<file path="src/rtl/vpg_pkg.sv">
// Shared types and constants for the video mode sequencer: mode codes, FSM
// states and the packed timing set handed to the VGA timing generator.
package vpg_pkg;

    localparam logic [3:0] MODE_1080P60 = 4'd0;
    localparam logic [3:0] MODE_720P60  = 4'd1;
    localparam logic [3:0] MODE_480P60  = 4'd2;

    typedef enum logic [2:0] {
        BLANK,
        PLL_CFG,
        WAIT_LOCK,
        LOAD,
        RUN
    } vpg_state_e;

    typedef struct packed {
        logic [11:0] h_total;
        logic [11:0] h_sync;
        logic [11:0] h_start;
        logic [11:0] h_end;
        logic [11:0] v_total;
        logic [11:0] v_sync;
        logic [11:0] v_start;
        logic [11:0] v_end;
    } vpg_timing_t;

    localparam vpg_timing_t TIMING_1080P60 = '{
        h_total: 12'd2199, h_sync: 12'd43, h_start: 12'd189, h_end: 12'd2109,
        v_total: 12'd1124, v_sync: 12'd4,  v_start: 12'd40,  v_end: 12'd1120
    };

    localparam vpg_timing_t TIMING_720P60 = '{
        h_total: 12'd1649, h_sync: 12'd39, h_start: 12'd257, h_end: 12'd1537,
        v_total: 12'd749,  v_sync: 12'd4,  v_start: 12'd24,  v_end: 12'd744
    };

    localparam vpg_timing_t TIMING_480P60 = '{
        h_total: 12'd799, h_sync: 12'd95, h_start: 12'd141, h_end: 12'd781,
        v_total: 12'd524, v_sync: 12'd1,  v_start: 12'd34,  v_end: 12'd514
    };

    // Unsupported codes fall back to 1080p60.
    function automatic logic [3:0] vpg_map_mode(input logic [3:0] m);
        if (m == MODE_720P60 || m == MODE_480P60) begin
            return m;
        end
        return MODE_1080P60;
    endfunction

endpackage

</file>
<file path="src/rtl/vpg_timing_rom.sv">
// Combinational mode code to timing set lookup; any code outside the table
// returns the 1080p60 set.
module vpg_timing_rom
    import vpg_pkg::*;
(
    input  logic [3:0]  mode,
    output vpg_timing_t timing
);

    always_comb begin
        case (mode)
            MODE_720P60: timing = TIMING_720P60;
            MODE_480P60: timing = TIMING_480P60;
            default:     timing = TIMING_1080P60;
        endcase
    end

endmodule

</file>
<file path="src/rtl/vpg_mode_sequencer.sv">
// Mode change sequencer: blank generator, reconfigure PLL, wait for stable lock,
// load timing, re-enable. Optional lock watchdog under VPG_LOCK_TIMEOUT_EN.
module vpg_mode_sequencer
    import vpg_pkg::*;
#(
    parameter int unsigned BLANK_CYCLES = 16,
    parameter int unsigned LOCK_STABLE  = 1024,
    parameter int unsigned LOCK_TIMEOUT = 2000000,
    parameter logic [3:0]  DEFAULT_MODE = 4'd0
) (
    input  logic        clk,
    input  logic        reset,
    input  logic [3:0]  mode_req,
    input  logic        mode_req_valid,
    output logic        busy,
    output logic [3:0]  mode_active,
    output logic        pll_cfg_start,
    output logic [3:0]  pll_cfg_mode,
    input  logic        pll_cfg_done,
    input  logic        pll_locked,
    output logic        gen_enable,
    output logic [11:0] h_total,
    output logic [11:0] h_sync,
    output logic [11:0] h_start,
    output logic [11:0] h_end,
    output logic [11:0] v_total,
    output logic [11:0] v_sync,
    output logic [11:0] v_start,
    output logic [11:0] v_end,
    output logic        lock_err
);

    localparam int BW = (BLANK_CYCLES > 1) ? $clog2(BLANK_CYCLES) : 1;
    localparam int LW = $clog2(LOCK_STABLE + 1);
    localparam logic [BW-1:0] BLANK_LAST = BW'(BLANK_CYCLES - 1);
    localparam logic [LW-1:0] LOCK_FULL  = LW'(LOCK_STABLE);
    localparam logic [3:0]    RST_MODE   = vpg_map_mode(DEFAULT_MODE);

    vpg_state_e    state_q, state_d;
    logic [BW-1:0] blank_cnt_q, blank_cnt_d;
    logic [LW-1:0] lock_cnt_q, lock_cnt_d;
    logic [3:0]    pending_q, pending_d;
    logic [3:0]    pnext_q, pnext_d;
    logic          pnext_vld_q, pnext_vld_d;
    logic [3:0]    active_q, active_d;
    vpg_timing_t   timing_q, timing_d;
    vpg_timing_t   rom_timing;
    logic          cfg_start_q, cfg_start_d;
    logic          gen_en_q, gen_en_d;
    logic          busy_q, busy_d;
    logic          lock_meta_q, lock_sync_q;
    logic          req_live, req_next;
    logic          timeout;

    vpg_timing_rom u_rom (
        .mode   (pending_q),
        .timing (rom_timing)
    );

    // Requests compare the raw code, so an unsupported code still triggers a
    // (re)configuration that lands on the fallback mode.
    assign req_live = mode_req_valid && (mode_req != active_q);
    assign req_next = pnext_vld_q && (pnext_q != active_q);

    always_comb begin
        state_d     = state_q;
        blank_cnt_d = '0;
        lock_cnt_d  = '0;
        pending_d   = pending_q;
        pnext_d     = pnext_q;
        pnext_vld_d = pnext_vld_q;
        active_d    = active_q;
        timing_d    = timing_q;

        if (state_q != RUN && mode_req_valid) begin
            pnext_d     = mode_req;
            pnext_vld_d = 1'b1;
        end

        case (state_q)
            BLANK: begin
                if (blank_cnt_q == BLANK_LAST) begin
                    state_d = PLL_CFG;
                end else begin
                    blank_cnt_d = blank_cnt_q + 1'b1;
                end
            end
            PLL_CFG: begin
                if (pll_cfg_done && !cfg_start_q) begin
                    state_d = WAIT_LOCK;
                end
            end
            WAIT_LOCK: begin
                if (lock_cnt_q == LOCK_FULL) begin
                    state_d = LOAD;
                end else if (timeout) begin
                    state_d = PLL_CFG;
                end else if (lock_sync_q) begin
                    lock_cnt_d = lock_cnt_q + 1'b1;
                end
            end
            LOAD: begin
                timing_d = rom_timing;
                active_d = pending_q;
                state_d  = RUN;
            end
            RUN: begin
                pnext_vld_d = 1'b0;
                if (req_live || req_next) begin
                    pending_d = vpg_map_mode(req_live ? mode_req : pnext_q);
                    state_d   = BLANK;
                end else if (!lock_sync_q) begin
                    state_d = WAIT_LOCK;
                end
            end
            default: state_d = BLANK;
        endcase

        // Start pulses on every entry into PLL_CFG, including watchdog retries.
        cfg_start_d = (state_d == PLL_CFG) && (state_q != PLL_CFG);
        gen_en_d    = (state_d == RUN);
        busy_d      = (state_d != RUN);
    end

    always_ff @(posedge clk) begin
        if (reset) begin
            state_q     <= BLANK;
            blank_cnt_q <= '0;
            lock_cnt_q  <= '0;
            pending_q   <= RST_MODE;
            pnext_q     <= '0;
            pnext_vld_q <= 1'b0;
            active_q    <= RST_MODE;
            timing_q    <= TIMING_1080P60;
            cfg_start_q <= 1'b0;
            gen_en_q    <= 1'b0;
            busy_q      <= 1'b1;
            lock_meta_q <= 1'b0;
            lock_sync_q <= 1'b0;
        end else begin
            state_q     <= state_d;
            blank_cnt_q <= blank_cnt_d;
            lock_cnt_q  <= lock_cnt_d;
            pending_q   <= pending_d;
            pnext_q     <= pnext_d;
            pnext_vld_q <= pnext_vld_d;
            active_q    <= active_d;
            timing_q    <= timing_d;
            cfg_start_q <= cfg_start_d;
            gen_en_q    <= gen_en_d;
            busy_q      <= busy_d;
            lock_meta_q <= pll_locked;
            lock_sync_q <= lock_meta_q;
        end
    end

`ifdef VPG_LOCK_TIMEOUT_EN
    localparam int WW = $clog2(LOCK_TIMEOUT + 1);
    localparam logic [WW-1:0] WD_LAST = WW'(LOCK_TIMEOUT - 1);

    logic [WW-1:0] wd_q, wd_d;
    logic          lock_err_q, lock_err_d;

    // A lock that completes on the same cycle as the watchdog expiry wins.
    assign timeout = (state_q == WAIT_LOCK) && (wd_q == WD_LAST) &&
                     (lock_cnt_q != LOCK_FULL);

    always_comb begin
        wd_d       = '0;
        lock_err_d = lock_err_q;
        if (state_q == WAIT_LOCK && !timeout) begin
            wd_d = wd_q + 1'b1;
        end
        if (timeout) begin
            lock_err_d = 1'b1;
        end else if (state_q == RUN && (req_live || req_next)) begin
            lock_err_d = 1'b0;
        end
    end

    always_ff @(posedge clk) begin
        if (reset) begin
            wd_q       <= '0;
            lock_err_q <= 1'b0;
        end else begin
            wd_q       <= wd_d;
            lock_err_q <= lock_err_d;
        end
    end

    assign lock_err = lock_err_q;
`else
    assign timeout  = 1'b0;
    assign lock_err = 1'b0;
`endif

    assign busy          = busy_q;
    assign mode_active   = active_q;
    assign pll_cfg_start = cfg_start_q;
    assign pll_cfg_mode  = pending_q;
    assign gen_enable    = gen_en_q;
    assign h_total       = timing_q.h_total;
    assign h_sync        = timing_q.h_sync;
    assign h_start       = timing_q.h_start;
    assign h_end         = timing_q.h_end;
    assign v_total       = timing_q.v_total;
    assign v_sync        = timing_q.v_sync;
    assign v_start       = timing_q.v_start;
    assign v_end         = timing_q.v_end;

endmodule

</file>
<file path="config.mk">
export PLATFORM = sky130hd
export DESIGN_NAME = vpg_mode_sequencer
export DESIGN_NICKNAME = d
export VERILOG_FILES = /design/src/rtl/vpg_pkg.sv /design/src/rtl/vpg_timing_rom.sv /design/src/rtl/vpg_mode_sequencer.sv
export SDC_FILE = /design/constraint.sdc
export NUM_CORES = 1
export LEC_CHECK = 0
export ABC_AREA = 1
export CAP_MARGIN = 30
export CORE_MARGIN = 4
export CORE_UTILIZATION = 49
export CTS_BUF_LIST = sky130_fd_sc_hd__clkbuf_4
export DETAILED_ROUTE_END_ITERATION = 7
export PLACE_DENSITY = 0.8
export SLEW_MARGIN = 20
export SYNTH_ARGS = -nofsm -noshare
export SYNTH_HDL_FRONTEND = slang
export SYNTH_HIERARCHICAL = 1
export SYNTH_SLANG_ARGS = --single-unit
</file>
<file path="constraint.sdc">
create_clock -name clk -period 1.35 [get_ports clk]
set_input_delay 0.135 -clock clk [delete_from_list [all_inputs] [get_ports clk]]
set_output_delay 0.135 -clock clk [all_outputs]
set_load 0.005 [all_outputs]
</file>
# Word level (Yosys, flattened, before mapping)
# Cells that the tools add are included.
[op_classes]
n_addsub = 2
n_mul = 0
div_mod_pow = 0
magnitude_cmp = 0
eq_ne = 17
n_shift = 0
muxes = 13
bitwise = 3
n_reduce_logical = 13
[op_table]
columns = ["operator", "count"]
rows = [
  ["$pmux W96 S2", 1],
  ["$mux W3", 5],
  ["$pmux W3 S5", 1],
  ["$mux W4", 3],
  ["$add A11 B1 Y11 const B", 1],
  ["$eq A11 B11 Y1 const B", 1],
  ["$eq A4 B1 Y1 const B", 2],
  ["$eq A4 B2 Y1 const B", 2],
  ["$ne A4 B4 Y1", 2],
  ["$eq A3 B1 Y1 const B", 2],
  ["$eq A3 B2 Y1 const B", 2],
  ["$eq A3 B3 Y1 const B", 2],
  ["$ne A3 B3 Y1 const B", 2],
  ["$logic_and A1 B1 Y1", 5],
  ["$add A4 B1 Y4 const B", 1],
  ["$eq A4 B4 Y1 const B", 1],
  ["$reduce_or A4 Y1", 1],
  ["$logic_not A3 Y1", 1],
  ["$mux W1", 3],
  ["$ne A3 B1 Y1 const B", 1],
  ["$not A1 Y1", 3],
  ["$reduce_or A3 Y1", 1],
  ["$logic_or A1 B1 Y1", 2],
  ["$reduce_and A2 Y1", 1],
  ["2 further kinds", 2],
]
[word_totals]
reg_bits = 132
latch_bits = 0
ram_bits = 0
romBits = 0
output_inout_bits = 108
word_cells = 68
mem_count = 0

# Longest topological paths before layout
# Gate-level depths: netlist (run 1).
[logic_depth]
ltp_word = 9
ltp_mapped = 12

# By module
# Netlist (run 1), hierarchy kept.
[modules_own_cells]
columns = ["mod", "n_inst", "cells_each", "area_each_um2", "seq_area_each_um2"]
rows = [
  ["vpg_mode_sequencer", 1, 657, 4968.5, 2642.5],
  ["vpg_timing_rom", 1, 106, 738.2, 0.0],
]

# Worst setup path after synthesis (run 1)
# Ideal clock, no wire load.
[synth_timing]
path_type = "reg2reg"
from = "reg pending_q[0], in the netlist pll_cfg_mode[0]"
to = "reg timing_q (netlist bit h_end[11])"
setup_ns = 0.134
arrival_ns = 1.353
t_required_ns = 1.216
path_slack_ns = -0.136
stages_incl_launch_ff = 7
n_path_buf = 1
synth_period_minus_slack_ns = 1.486
cell_sequence = "dfxtp_1 -> nand2_1 -> nor2_1 -> nor2_1 -> buf_4 -> nand2_1 -> nand3_1"
[synth_lines]
columns = ["item", "line_no", "source"]
rows = [
  ["from (decl)", "vpg_mode_sequencer.sv:42", "logic [3:0] pending_q, pending_d;"],
  ["from (signal assigned)", "vpg_mode_sequencer.sv:144", "pending_q <= pending_d;"],
  ["to (signal assigned)", "vpg_mode_sequencer.sv:148", "timing_q <= timing_d;"],
  ["to (decl)", "vpg_mode_sequencer.sv:46", "vpg_timing_t timing_q, timing_d;"],
]

# Worst setup path after layout (run 1)
[layout_timing]
from = "reg state_q[0]"
to = "reg active_q[0], in the netlist mode_active[0]"
[layout_via]
elab_chain_len = 1
[layout_lines]
columns = ["item", "line_no", "source"]
rows = [
  ["from (decl)", "vpg_mode_sequencer.sv:39", "vpg_state_e state_q, state_d;"],
  ["from (signal assigned)", "vpg_mode_sequencer.sv:141", "state_q <= state_d;"],
  ["$eq A3 B2 Y1", "vpg_mode_sequencer.sv:80", "case (state_q)"],
  ["to (signal assigned)", "vpg_mode_sequencer.sv:147", "active_q <= active_d;"],
  ["to (decl)", "vpg_mode_sequencer.sv:45", "logic [3:0] active_q, active_d;"],
]
# No other way between the ends.
# A chain may end at the register's enable or synchronous reset.

==> Implementation_results.wiki, run 1 <==
{| class="wikitable"
! Metric !! Value
|-
| Fraction of synthesized area in multiplexers || 0%
|-
| Cell area after placement || 6710 sq um
|-
| Critical path capture point type || flop
|-
| Synthesized-area fraction occupied by xor and xnor cells || 0.767%
|-
| Average cell area after synthesis || 7.48 sq um
|-
| Share of cells above drive strength 1 || 31.1%
|-
| Design Power || 6.74 mW
|-
| First-pass GRT wire length || 20600 um
|-
| CTS Hold Buffers Added || 0
|-
| Hold/Removal Path Class || in -> reg
|-
| Worst-case clock skew || about 0.019 ns
|-
| Fraction of synthesized cell area taken by the top area cell type || 46.3%
|-
| Placed Cells || 975
|-
| Port buffer count || 115
|-
| Gate count of the mapped netlist || 763
|-
| Cells along the critical path || inv_4 > nor3_4 > buf_8 > buf_6 > buf_4 > o21ai_0 > a21oi_1
|-
| GP Congestion || ~0.84
|-
| Switching pwr || between 1.5 and 2 mW
|-
| Placeable core region || approximately 11000 sq um
|-
| Worst slack at placement || -0.214 ns
|-
| Number of vias in the routed layout || about 5000
|-
| Power density normalized to cell area || between 800 and 900 nW/um^2
|-
| Combined area of the multi-input logic cells || 2440 sq um
|-
| Aggregate global-route resource usage || 19.1%
|-
| Share of flip-flops with an asynchronous set or reset after synthesis || 0%
|-
| Fmax || 692 MHz
|-
| Synthesis-to-finish area growth || 32.4%
|-
| Number of different library cells in the post-synthesis netlist || 27
|-
| Via count of the first global-routing pass || between 4000 and 5000
|-
| Fill cell instance count of the final layout || 948
|-
| H-tree depth reported by CTS || 4
|-
| Clock Latency Late Sink || roughly 0.51 ns
|-
| Setup TNS || -4.58 ns
|-
| Simple-gate share of the synthesized area || 26.3%
|-
| Register area || 2770 sq um
|-
| Largest net degree at the start of global routing || 56
|-
| Pre-Repair DR Iteration Count || 5
|-
| Data arrival time of the worst path || around 1.9 ns
|-
| Final count of pins violating max slew || 0
|-
| Status || finished, violations left
|-
| Vert. Die Dim || about 120 um
|-
| Leakage power total || 3.74 nW
|-
| Utilization after layout || 66.2%
|-
| Clock transition at the register clock pins on the worst setup and hold paths after CTS || about 0.11 ns
|-
| Floorplan die area || 13400 sq um
|-
| Kind of launch point of the worst setup path || flop
|-
| Wirelength per Cell || 13.8 um
|-
| Internal power || 5.10 mW
|-
| Complex-gate fraction of the synthesized area || 7.83%
|-
| Clock Root Buffer || sky130_fd_sc_hd__clkbuf_4
|-
| Largest area contributor in the synthesized netlist || sky130_fd_sc_hd__dfxtp_1
|-
| Antenna diode count || 0
|-
| Buffer depth of the longest clock path || 2
|-
| Worst hold slack || 0.158 ns
|-
| Antenna violations before repair || 0
|-
| Worst setup margin || -0.0956 ns
|-
| Comb power frac || 3.8%
|-
| Most common flop cell mapped by yosys || sky130_fd_sc_hd__dfxtp_1
|-
| Clock share of power || 38.1%
|-
| Total routed wirelength || 14300 um
|-
| Average via count per standard cell || 4.81
|-
| Synthesized area || about 5700 sq um
|-
| Failing checks || setup timing
|-
| Net count reported at finish || 892
|-
| # rows || 39
|-
| Post-synth EDFFs || 0
|-
| Total of max-cap violations || 0
|-
| Switch share || 24.3%
|-
| TritonCTS clock tree || built
|-
| Adder-cell share of the synthesized area || less than 1%
|-
| Non-Filler Instances || 1036
|-
| Inserted Clock Buffers || 17
|-
| Residual DRC count || 0
|-
| Setup violators final || 100
|-
| DRC violation total after the first TritonRoute iteration || ~340
|-
| Required time of the worst setup path || 1.79 ns
|-
| Total count of hold-check failures in the final report || 0
|-
| Max stage delay cell, worst path || sky130_fd_sc_hd__dfxtp_4
|-
| Largest family of logic cells by synthesized area || simple AND/OR/NAND/NOR gates
|-
| Width of the die || 116 um
|-
| Total gr overflow || 0
|-
| I/O pin count || 117
|-
| Top cells by area in the synthesized netlist || sky130_fd_sc_hd__dfxtp_1 (46%), sky130_fd_sc_hd__buf_4 (12%), sky130_fd_sc_hd__nor2_1 (10%)
|-
| Period utilization || 107%
|-
| Max VDD drop || 0.000565 V
|-
| CP Max Fanout || 8
|-
| Family with the most delay on the worst path || buffers and inverters
|-
| Number of sinks on the clock net || 132
|-
| Category of the critical setup timing path || reg -> reg
|-
| ANT nets after route || 0
|-
| Portion of total power attributed to sequential cells || 58.1%
|-
| Seq cells post-synth || 132
|-
| HPWL after DPL || 8100 um
|-
| Stage delay of the slowest cell on the critical path || 0.39 ns
|-
| Register area share after synthesis || 46.3%
|-
| RSZ-0062 raised after global routing || true
|-
| Synth warnings || 6
|-
| Crit path buf inv count || 4
|-
| Initial core utilization || 50.0%
|-
| Min Tclk post-route || 1.45 ns
|-
| Area of all placed cells without fillers || 7560 sq um
|}
## layout by cell type, fill, tap and decap left out, drive strengths merged, types with 26 or more instances in the layout
cell type and count:
dlygate4sd2 91, nand3 47, o21ai 74, clkbuf 26, conb 48, inv 45, dfxtp 132, nor2 163
buf 65, nand2 128
## routing by layer
layer  GRT usage, %  wire length, um  share of wire [%]
met2           30.5             7010                 49
met3           6.95             1030                7.2
met4           5.80              171                1.2
met5              0                0                  0
met1           24.1             6130                 43
## path summary, 6_finish.rpt
| path | start | endpoint | slack, ns | depth (start not counted) |
|---|---|---|---|---|
| setup / recovery | state_q[0] | mode_active[0] | -0.1 | 7 |
| hold / removal | pll_locked | lock_meta_q | 0.16 | 3 |
| hold reg to reg | lock_meta_q | lock_sync_q | 0.41 | 2 |
| setup reg to reg | state_q[0] | mode_active[0] | -0.1 | 7 |
## cell type report
type                            count  share of cell area (%)
Clock buffer                       18                    1.79
Clock inverter                     14                    1.84
Inverter                           46                    2.45
Multi-Input combinational cell    503                    32.3
Sequential cell                   132                    36.7
Tap cell                          143                    2.37
Timing Repair Buffer              180                    22.6
## cell usage after synthesis, types with 2 or more instances
cell and number:
sky130_fd_sc_hd__a21oi_1 14, sky130_fd_sc_hd__buf_2 21, sky130_fd_sc_hd__buf_4 93, sky130_fd_sc_hd__clkbuf_1 11, sky130_fd_sc_hd__conb_1 3, sky130_fd_sc_hd__dfxtp_1 132, sky130_fd_sc_hd__ha_1 3, sky130_fd_sc_hd__inv_1 38
sky130_fd_sc_hd__inv_2 8, sky130_fd_sc_hd__nand2_1 121, sky130_fd_sc_hd__nand2_2 5, sky130_fd_sc_hd__nand2_4 2, sky130_fd_sc_hd__nand3_1 46, sky130_fd_sc_hd__nand4_1 5, sky130_fd_sc_hd__nor2_1 159, sky130_fd_sc_hd__nor2_2 3
sky130_fd_sc_hd__nor3_1 7, sky130_fd_sc_hd__nor3_2 2, sky130_fd_sc_hd__nor4_1 5, sky130_fd_sc_hd__o21ai_0 74, sky130_fd_sc_hd__xor2_1 5
## sequential cells by signal, indices dropped and copies added (netlist names)
signal / flops
h_end: 12
h_start: 12
h_sync: 12
h_total: 12
v_end: 12
v_start: 12
v_sync: 12
v_total: 12
lock_cnt_q: 11
blank_cnt_q: 4
mode_active: 4
pll_cfg_mode: 4
pnext_q: 4
state_q: 3
busy: 1
gen_enable: 1
lock_meta_q: 1
lock_sync_q: 1
pll_cfg_start: 1
pnext_vld_q: 1
## cells by family after synthesis
family / count (synthesis)
compound gates: 89
flops: 132
simple gates: 358
xor+xnor: 5
other cells: 3
fa+ha+maj: 3
buf+inv: 173
## power by group through the flow
stage	Combinational, mW	Sequential (mW)	Clock (mW)
finish	0.256	3.92	2.57
global route	0.288	3.92	2.84
floorplan	0.248	4.01	0
detailed placement	0.233	4.02	0
global placement	0.232	4.02	0
CTS	0.233	3.92	2.62
## worst register-to-register path, delay by kind of cell, from the launching register on
kind | cells | cell delay (ns)
and+or+nand+nor | 1 | 0.27
DFF | 1 | 0.39
buffers and inverters | 4 | 0.50
AOI/OAI and AO/OA | 2 | 0.23
## timing repair
| item | in CTS | in global routing |
|---|---|---|
| gates resized for setup | 203 | 109 |
| pin swaps | 1 | 16 |
| gates cloned | 0 | 8 |
| endpoints found under the setup margin | 124 | 123 |
| buffers inserted | 8 | 13 |
(Power assumes the default switching activity.)
==> inputs of run 2 (changes only) <==
SLEW_MARGIN = default   (was 20)
==> results of run 2 <==
No change in the layout: final DEF, timing and power equal those of run 1.
